<file path="src/rtl/lock_code_sender_pkg.sv">
// rtl/lock_code_sender_pkg.sv - shared state encodings, defaults and helpers for the lock code sender
// Purpose: single place for the 3-bit state encoding and default code width used by the sender,
//          its shifter and the bench.
// Ports: none (package).
package lock_code_sender_pkg;

  localparam int DEFAULT_CODE_LEN = 4;

  typedef enum logic [2:0] {
    ST_IDLE    = 3'd0,
    ST_SYNC    = 3'd1,
    ST_SEND    = 3'd2,
    ST_WAIT    = 3'd3,
    ST_OPEN    = 3'd4,
    ST_RELOCK  = 3'd5,
    ST_CLEAR   = 3'd6,
    ST_LOCKOUT = 3'd7
  } state_e;

  // Saturating increment used by the consecutive-failure counter.
  function automatic logic [2:0] sat_inc(input logic [2:0] v, input logic [2:0] max);
    return (v >= max) ? max : 3'(v + 3'd1);
  endfunction

endpackage

</file>
<file path="src/rtl/lock_code_shifter.sv">
// rtl/lock_code_shifter.sv - CODE_LEN-bit parallel-in serial-out shifter, MSB first
// Purpose: holds the latched code word and presents it one bit at a time, MSB first.
// Ports:
//   clk      in  system clock
//   reset    in  synchronous active-high reset, clears the shifter
//   load     in  capture par_in (has priority over shift)
//   shift    in  move the next bit into the MSB position
//   par_in   in  CODE_LEN-bit code word
//   ser_out  out current MSB (next bit to transmit)
module lock_code_shifter
  import lock_code_sender_pkg::*;
#(
  parameter int CODE_LEN = DEFAULT_CODE_LEN
) (
  input  logic                clk,
  input  logic                reset,
  input  logic                load,
  input  logic                shift,
  input  logic [CODE_LEN-1:0] par_in,
  output logic                ser_out
);

  logic [CODE_LEN-1:0] sh_q;

  always_ff @(posedge clk) begin
    if (reset) begin
      sh_q <= '0;
    end else if (load) begin
      sh_q <= par_in;
    end else if (shift) begin
      sh_q <= {sh_q[CODE_LEN-2:0], 1'b0};
    end
  end

  assign ser_out = sh_q[CODE_LEN-1];

endmodule

</file>
<file path="src/rtl/lock_code_sender.sv">
// rtl/lock_code_sender.sv - initiator for the serial door-lock code interface
// Purpose: latches a code word on start, sends a sync submit, serializes the code MSB first,
//          waits for the lock's unlocked response and classifies pass/fail; counts consecutive
//          failures and enters a sticky lockout after MAX_TRIES of them.
// Ports:
//   clk, reset            clock and synchronous active-high reset
//   start, code_in        attempt request (honoured only in IDLE) and the code to send
//   relock_req            relock request (honoured only in OPEN)
//   unlocked, locked      status from the lock FSM
//   data_out, submit      serial bit and submit strobe towards the lock
//   busy, is_open         status: busy outside IDLE/LOCKOUT, is_open while in OPEN
//   pass, fail            one-cycle result pulses
//   lockout, fail_cnt     sticky lockout flag and saturating consecutive-failure count
// Build option: LOCK_SENDER_AUTO_RELOCK_EN adds an OPEN_HOLD-cycle auto-relock timer in OPEN.
module lock_code_sender
  import lock_code_sender_pkg::*;
#(
  parameter int CODE_LEN     = DEFAULT_CODE_LEN,
  parameter int RESP_TIMEOUT = 8,
  parameter int MAX_TRIES    = 3
`ifdef LOCK_SENDER_AUTO_RELOCK_EN
  ,
  parameter int OPEN_HOLD    = 16
`endif
) (
  input  logic                clk,
  input  logic                reset,
  input  logic                start,
  input  logic [CODE_LEN-1:0] code_in,
  input  logic                relock_req,
  input  logic                unlocked,
  input  logic                locked,
  output logic                data_out,
  output logic                submit,
  output logic                busy,
  output logic                is_open,
  output logic                pass,
  output logic                fail,
  output logic                lockout,
  output logic [2:0]          fail_cnt
);

  localparam logic [2:0]  LAST_BIT = 3'(CODE_LEN - 1);
  localparam logic [15:0] WAIT_MAX = 16'(RESP_TIMEOUT);
  localparam logic [2:0]  TRY_MAX  = 3'(MAX_TRIES);

  state_e      state_q;
  logic [2:0]  bit_cnt_q;
  logic [15:0] wait_q;
  logic [2:0]  fail_cnt_q;
  logic [2:0]  fail_cnt_d;
  logic        data_out_q;
  logic        submit_q;
  logic        busy_q;
  logic        is_open_q;
  logic        pass_q;
  logic        fail_q;
  logic        lockout_q;
`ifdef LOCK_SENDER_AUTO_RELOCK_EN
  logic [15:0] hold_q;
`endif

  logic sh_load;
  logic sh_shift;
  logic sh_bit;
  logic lock_dropped;

  assign sh_load  = (state_q == ST_IDLE) && start && !lockout_q;
  // SYNC pre-shifts so the register holds bit CODE_LEN-2 once bit CODE_LEN-1 is on data_out.
  assign sh_shift = (state_q == ST_SYNC) ||
                    ((state_q == ST_SEND) && (bit_cnt_q != LAST_BIT));
  assign fail_cnt_d = sat_inc(fail_cnt_q, TRY_MAX);
  // The lock relocked on its own (we did not submit).
  assign lock_dropped = !unlocked || locked;

  lock_code_shifter #(
    .CODE_LEN(CODE_LEN)
  ) u_shifter (
    .clk    (clk),
    .reset  (reset),
    .load   (sh_load),
    .shift  (sh_shift),
    .par_in (code_in),
    .ser_out(sh_bit)
  );

  // Every output register is written on the edge that enters the state it belongs to,
  // so outputs always line up with state_q.
  always_ff @(posedge clk) begin
    if (reset) begin
      state_q    <= ST_IDLE;
      bit_cnt_q  <= '0;
      wait_q     <= '0;
      fail_cnt_q <= '0;
      data_out_q <= 1'b0;
      submit_q   <= 1'b0;
      busy_q     <= 1'b0;
      is_open_q  <= 1'b0;
      pass_q     <= 1'b0;
      fail_q     <= 1'b0;
      lockout_q  <= 1'b0;
`ifdef LOCK_SENDER_AUTO_RELOCK_EN
      hold_q     <= '0;
`endif
    end else begin
      data_out_q <= 1'b0;
      submit_q   <= 1'b0;
      pass_q     <= 1'b0;
      fail_q     <= 1'b0;
      case (state_q)
        ST_IDLE: begin
          if (start && !lockout_q) begin
            state_q  <= ST_SYNC;
            submit_q <= 1'b1;
            busy_q   <= 1'b1;
          end
        end
        ST_SYNC: begin
          state_q    <= ST_SEND;
          bit_cnt_q  <= '0;
          data_out_q <= sh_bit;
        end
        ST_SEND: begin
          if (bit_cnt_q == LAST_BIT) begin
            state_q <= ST_WAIT;
            wait_q  <= 16'd1;
          end else begin
            bit_cnt_q  <= bit_cnt_q + 3'd1;
            data_out_q <= sh_bit;
          end
        end
        ST_WAIT: begin
          if (unlocked) begin
            state_q    <= ST_OPEN;
            pass_q     <= 1'b1;
            is_open_q  <= 1'b1;
            fail_cnt_q <= '0;
`ifdef LOCK_SENDER_AUTO_RELOCK_EN
            hold_q     <= '0;
`endif
          end else if (wait_q == WAIT_MAX) begin
            state_q    <= ST_CLEAR;
            fail_q     <= 1'b1;
            submit_q   <= 1'b1;
            fail_cnt_q <= fail_cnt_d;
          end else begin
            wait_q <= wait_q + 16'd1;
          end
        end
        ST_CLEAR: begin
          busy_q <= 1'b0;
          if (fail_cnt_q == TRY_MAX) begin
            state_q   <= ST_LOCKOUT;
            lockout_q <= 1'b1;
          end else begin
            state_q <= ST_IDLE;
          end
        end
        ST_OPEN: begin
          // relock_req outranks both a simultaneous start and an external relock.
          if (relock_req) begin
            state_q   <= ST_RELOCK;
            submit_q  <= 1'b1;
            is_open_q <= 1'b0;
          end else if (lock_dropped) begin
            state_q   <= ST_IDLE;
            is_open_q <= 1'b0;
            busy_q    <= 1'b0;
          end
`ifdef LOCK_SENDER_AUTO_RELOCK_EN
          else if (hold_q == 16'(OPEN_HOLD - 1)) begin
            state_q   <= ST_RELOCK;
            submit_q  <= 1'b1;
            is_open_q <= 1'b0;
          end else begin
            hold_q <= hold_q + 16'd1;
          end
`endif
        end
        ST_RELOCK: begin
          state_q <= ST_IDLE;
          busy_q  <= 1'b0;
        end
        ST_LOCKOUT: begin
          state_q <= ST_LOCKOUT;
        end
        default: begin
          state_q <= ST_IDLE;
          busy_q  <= 1'b0;
        end
      endcase
    end
  end

  assign data_out = data_out_q;
  assign submit   = submit_q;
  assign busy     = busy_q;
  assign is_open  = is_open_q;
  assign pass     = pass_q;
  assign fail     = fail_q;
  assign lockout  = lockout_q;
  assign fail_cnt = fail_cnt_q;

endmodule

</file>
<file path="config.mk">
export PLATFORM = sky130hd
export DESIGN_NAME = lock_code_sender
export DESIGN_NICKNAME = d
export VERILOG_FILES = /design/src/rtl/lock_code_sender_pkg.sv /design/src/rtl/lock_code_shifter.sv /design/src/rtl/lock_code_sender.sv
export SDC_FILE = /design/constraint.sdc
export NUM_CORES = 1
export LEC_CHECK = 0
export CAP_MARGIN = 20
export CORE_MARGIN = 2
export CORE_UTILIZATION = 50
export DETAILED_ROUTE_END_ITERATION = 16
export GPL_ROUTABILITY_DRIVEN = 0
export GPL_TIMING_DRIVEN = 0
export MAX_ROUTING_LAYER = met4
export PLACE_DENSITY = 0.72
export SYNTH_ARGS = -nofsm -noshare
export SYNTH_HDL_FRONTEND = slang
export SYNTH_SLANG_ARGS = --single-unit
</file>
<file path="constraint.sdc">
create_clock -name clk -period 2.4 [get_ports clk]
set_input_delay 0.36 -clock clk [delete_from_list [all_inputs] [get_ports clk]]
set_output_delay 0.36 -clock clk [all_outputs]
set_load 0.005 [all_outputs]
</file>
# Yosys cells after proc, flatten, opt, wreduce, memory -nomap -nowiden
# Index checks and enable logic that the tools add are counted.
# Widths: inputs -> output; s select.
# word_totals
register_bits	36
in_bits	10
out_inout_bits	10
elab_cells	96
# op_classes
addsub	3
n_lt_le_gt_ge	1
n_eq_ne	21
mux	34
bitwise	1
reduce_logical	24
# ops
operator	n
$mux 16	3
$mux 3	11
$pmux 16 s2	1
$pmux 3 s8	1
$add 16x1->16 const B	1
$eq 16x4->1 const B	1
$eq 3x2->1 const B	4
$eq 3x3->1 const B	4
$ne 2x2->1 const B	6
$reduce_and 4->1	3
$mux 1	11
$reduce_bool 2->1	5
$mux 4	2
$add 3x1->3 const B	2
$ne 3x3->1 const B	2
$pmux 1 s3	2
$pmux 3 s2	1
$reduce_and 2->1	3
$logic_and 1x1->1	4
$ne 2x1->1 const B	2
$pmux 1 s2	2
$reduce_or 2->1	2
$eq 3x1->1 const B	1
$ge 3x2->1 const B	1
other kinds (7)	9

# Depth between registers and ports, before layout
# depth
depth_word	5
ltp_mapped	8
depth_no_buf	7

# By module
# Synthesis repeated with hierarchy kept, for this count alone.
# hier_totals
hier_cells	240
area_unflattened_um2	1996.9
# modules_own_cells
mod	n_inst	cells_per_inst	area_per_inst_um2	seq_area_each_um2
lock_code_sender	1	223	1824.2	640.6
lock_code_shifter	1	17	172.7	80.1

# Worst setup path after synthesis
# No wires, ideal clock.
# synth_path
path_kind	register to register
startpoint	reg wait_q[0]
endpoint	reg wait_q[6]
setup_ns	0.070
t_arrival_ns	1.696
required_ns	2.330
setup_slack_ns	0.634
stages_incl_launch_ff	8
period_less_slack_ns	1.766
path_cell_list	dfxtp_1 -> inv_1 -> ha_1 -> nor4b_1 -> a41oi_2 -> a21oi_2 -> or4_1 -> a21oi_1
# synth_between
elab_chain_cells	4
# synth_lines
item	line	rtl
start, declared	lock_code_sender.sv:49	logic [15:0] wait_q;
start signal, assigned	lock_code_sender.sv:147	wait_q <= wait_q + 16'd1;
$add 16x1->16	lock_code_sender.sv:147	
$mux 16	lock_code_sender.sv:141	end else if (wait_q == WAIT_MAX) begin
$mux 16	lock_code_sender.sv:133	if (unlocked) begin
$pmux 16 s2	lock_code_sender.sv:110	case (state_q)
# Parallel ways exist; a longest one is shown, timed or not. The select of a mux whose other input is x is not followed.
# A chain may end at the register's enable or synchronous reset.

# Worst setup path after layout
# layout_path
startpoint	reg wait_q[0]
endpoint	reg wait_q[14]
# Same word-level chain as after synthesis.

==> flow_metrics.env <==
export IMPL_run_status="completed"
export IMPL_synth_async_sr_flop_share=0
export IMPL_setup_reg_to_reg_worst_slack_ns=0.33
export IMPL_drt_total_wl_um=4020
export IMPL_synth_warnings=0
export IMPL_grt_antenna_before_repair=0
export IMPL_floorplan_die_area_mm2=0.00425
export IMPL_timing_hold_ws_ns=0.485
export IMPL_cts_root_buffer_cell="clkbuf_8"
export IMPL_placeableCoreArea_mm2=0.00363
export IMPL_pwr_share_comb=0.131
export IMPL_critPathSlowestCell="nor4b_1"
export IMPL_fraction_of_the_mapped_netlist_area_in_simple_logic_gates=0.310
export IMPL_htree_num_levels=2
export IMPL_synth_seq_area_share=0.385
export IMPL_total_switching_power_uw=313
export IMPL_post_layout_net_count=268
export IMPL_drive_gt1_frac=0.0952
export IMPL_cts_made_buffers=5
export IMPL_path_cells="inv_1 -> ha_1 -> nor4b_1 -> a41oi_2 -> a21oi_2 -> or4_1 -> a21oi_1"
export IMPL_worst_hold_path_type="flop to flop"
export IMPL_seq_power_share=0.503
export IMPL_wire_per_inst_um=13.4
export IMPL_drt_pass1_iter_count=4
export IMPL_maximum_resistive_drop_on_vdd_uv=376
export IMPL_cts_num_sinks=36
export IMPL_pwr_share_clk=0.366
export IMPL_holdBufCountCts=0
export IMPL_critical_path_reg2reg_endpoint="wait_q[14]$_SDFFE_PP0P_"
export IMPL_drcViolationCount=0
export IMPL_die_height_um=65.2
export IMPL_internal_power_uw=943
export IMPL_p_leak_uw=0.000802
export IMPL_synth_compound_area_share=0.200
export IMPL_chipWidth_um=65.2
export IMPL_grt_setup_unrepaired="false"
export IMPL_design_portCount=20
export IMPL_slew_limit_headroom=0.576
export IMPL_fin_total_pwr_uw=1260
export IMPL_first_iter_violations=116
export IMPL_r2r_cells=7
export IMPL_initial_core_util=0.516
export IMPL_cp_endpoint="wait_q[14]$_SDFFE_PP0P_"
export IMPL_diodes=0
export IMPL_post_synth_xor_area_fraction=0.00935
export IMPL_syn2layout_area_growth_pct=18.0
export IMPL_clkTransAtPathRegs_ns=0.07
export IMPL_yosys_mux_area_fraction=0.0160
export IMPL_finalSetupViolCount=0
export IMPL_total_number_of_vias=1689
export IMPL_clock_fmax_ghz=0.482
export IMPL_grt_max_degree=11
export IMPL_number_of_fill_cells_in_the_layout=343
export IMPL_synth_avg_cell_area_um2=8.26
export IMPL_start_kind="flop"
export IMPL_timing_rr_start="wait_q[0]$_SDFFE_PP0P_"
export IMPL_longest_individual_stage_delay_on_the_worst_path_ns=0.52
export IMPL_synthesis_instances=227
export IMPL_grt_pass1_vias=1478
export IMPL_synth_edf_count=0
export IMPL_worstSetupStartpoint="wait_q[0]$_SDFFE_PP0P_"
export IMPL_path_max_fanout=8
export IMPL_synth_adder_area_share=0.0401
export IMPL_total_routing_usage_gr=0.212
export IMPL_power_density_cell_area_mw_per_mm2=568
export IMPL_worstSkewPairLatency_ns=0.29
export IMPL_synth_ff_latch_count=36
export IMPL_dominantRegCellSynth="dfxtp_1"
export IMPL_layout_common_cells="dfxtp_1, nor2_1, a21oi_1"
export IMPL_hold_path_startpoint="u_shifter.sh_q[3]$_SDFFE_PP0P_"
export IMPL_combinational_family_with_the_most_area_after_synthesis="simple AND/OR/NAND/NOR gates"
export IMPL_total_nets_after_synthesis=243
export IMPL_final_core_util=0.608
export IMPL_crit_path_end_kind="flop"
export IMPL_post_cts_setup_buffer_count=0
export IMPL_final_period_utilization=0.864
export IMPL_cp_data_arrival_time_ns=2.23
export IMPL_timing_worst_setup_path_type="flop to flop"
export IMPL_ys_types=49
export IMPL_floorplan_rows=22
export IMPL_synth_cell_area_mm2=0.00187
export IMPL_global_route_wire_length_before_repair_um=6800
export IMPL_final_antenna_net_count=0
export IMPL_worst_clock_skew_ns=0.00942
export IMPL_via_per_inst=5.63
export IMPL_actual_transition_at_the_worst_max_transition_pin_ns=0.628
export IMPL_mostFrequentLayoutCell="dfxtp_1"
export IMPL_post_detail_place_hpwl_um=2990
export IMPL_tritoncts="yes"
export IMPL_netSwitchingFraction=0.249
export IMPL_min_period_ns=2.07
export IMPL_timing_final_hold_violations=0
export IMPL_final_max_slew_violation_count=0
export IMPL_cts_resized=0
export IMPL_maxCapViolCount=0
export IMPL_finalSetupTns_ns=0
export IMPL_number_of_buffers_on_the_longest_clock_path=2
export IMPL_globalRouteOverflowTotal=0
export IMPL_port_buffer_count=18
export IMPL_critical_path_required_ns=2.56
[worst min-delay path by stage]
stage | slack [ns] | to | depth (start not counted)
global route | 0.51 | data_out$_SDFF_PP0_ | 1
detailed placement | 0.48 | data_out$_SDFF_PP0_ | 1
floorplan | 0.45 | u_shifter.sh_q[0]$_SDFFE_PP0P_ | 2
finish | 0.49 | data_out$_SDFF_PP0_ | 1
global placement | 0.46 | u_shifter.sh_q[0]$_SDFFE_PP0P_ | 2
CTS | 0.49 | data_out$_SDFF_PP0_ | 1
[cells by family after synthesis]
| family | count (synthesis) |
|---|---|
| and+or+nand+nor | 101 |
| AOI/OAI and AO/OA | 60 |
| DFF | 36 |
| buffers and inverters | 19 |
| adders and majority gates | 6 |
| muxes | 3 |
| xor gates and xnor gates | 2 |
[synthesized netlist by cell type (3+ instances only)]
library cell | number | area [um2]
dfxtp_1 | 36 | 721
a21oi_1 | 19 | 95.1
inv_1 | 10 | 37.5
clkbuf_1 | 4 | 15.0
nor3b_1 | 5 | 37.5
a211oi_1 | 5 | 37.5
and2_1 | 3 | 18.8
nand2_1 | 16 | 60.1
nand3_1 | 9 | 45.0
o21ai_0 | 13 | 65.1
mux2i_1 | 3 | 30.0
nor2_1 | 28 | 105
o21ai_1 | 3 | 15.0
nor2b_1 | 3 | 18.8
or4_1 | 5 | 37.5
nand2b_1 | 3 | 18.8
a31oi_1 | 5 | 31.3
nor3_1 | 9 | 45.0
buf_2 | 4 | 20.0
o31ai_1 | 4 | 30.0
ha_1 | 6 | 75.1
[worst max-delay path, delay by kind of cell, from the launching register on]
family | cells | cell delay [ns]
adders and majority gates | 1 | 0.13
DFF | 1 | 0.35
AOI/OAI and AO/OA | 3 | 0.71
buffers and inverters | 1 | 0.07
and+or+nand+nor | 2 | 0.70
[layer usage]
metal / track usage / wire length (um)
met5: - / 0
met4: 0.0469 / 31
met3: 0.0462 / 213
met2: 0.309 / 1730
met1: 0.303 / 2040
[metrics by stage]
step | area [um2] | std cells | setup slack (ns)
2_1_floorplan | 1870 | 227 | 0.634
3_3_place_gp | 2110 | 293 | 0.352
3_5_place_dp | 2110 | 293 | 0.282
4_1_cts | 2210 | 300 | 0.358
5_1_grt | 2210 | 300 | 0.196
6_report | 2210 | 300 | 0.326
[registers in the layout (all words and copies together), names as in the netlist]
| signal | count |
|---|---|
| fail | 1 |
| fail_cnt | 3 |
| is_open | 1 |
| lockout | 1 |
| state_q | 3 |
| bit_cnt_q | 3 |
| data_out | 1 |
| pass | 1 |
| busy | 1 |
| u_shifter.sh_q | 4 |
| submit | 1 |
| wait_q | 16 |
[power by group through the flow]
stage / Sequential (uW) / Combinational (uW) / Clock, uW
2_1_floorplan: 643 / 110 / 0
3_3_place_gp: 645 / 162 / 0
3_5_place_dp: 646 / 163 / 0
4_1_cts: 632 / 164 / 463
5_1_grt: 634 / 187 / 492
6_report: 632 / 164 / 460
[final cells by class]
class	count	area (um2)	area share
plain buffers	9	38.8	0.0175
clock buffers	7	96.3	0.0436
inverters	10	37.5	0.0170
multi-input cells	172	1080	0.487
flip-flops and latches	36	721	0.326
well taps	48	60.1	0.0272
repair buffers	18	180	0.0815
Note: power is estimated with default switching activity, not from simulation.
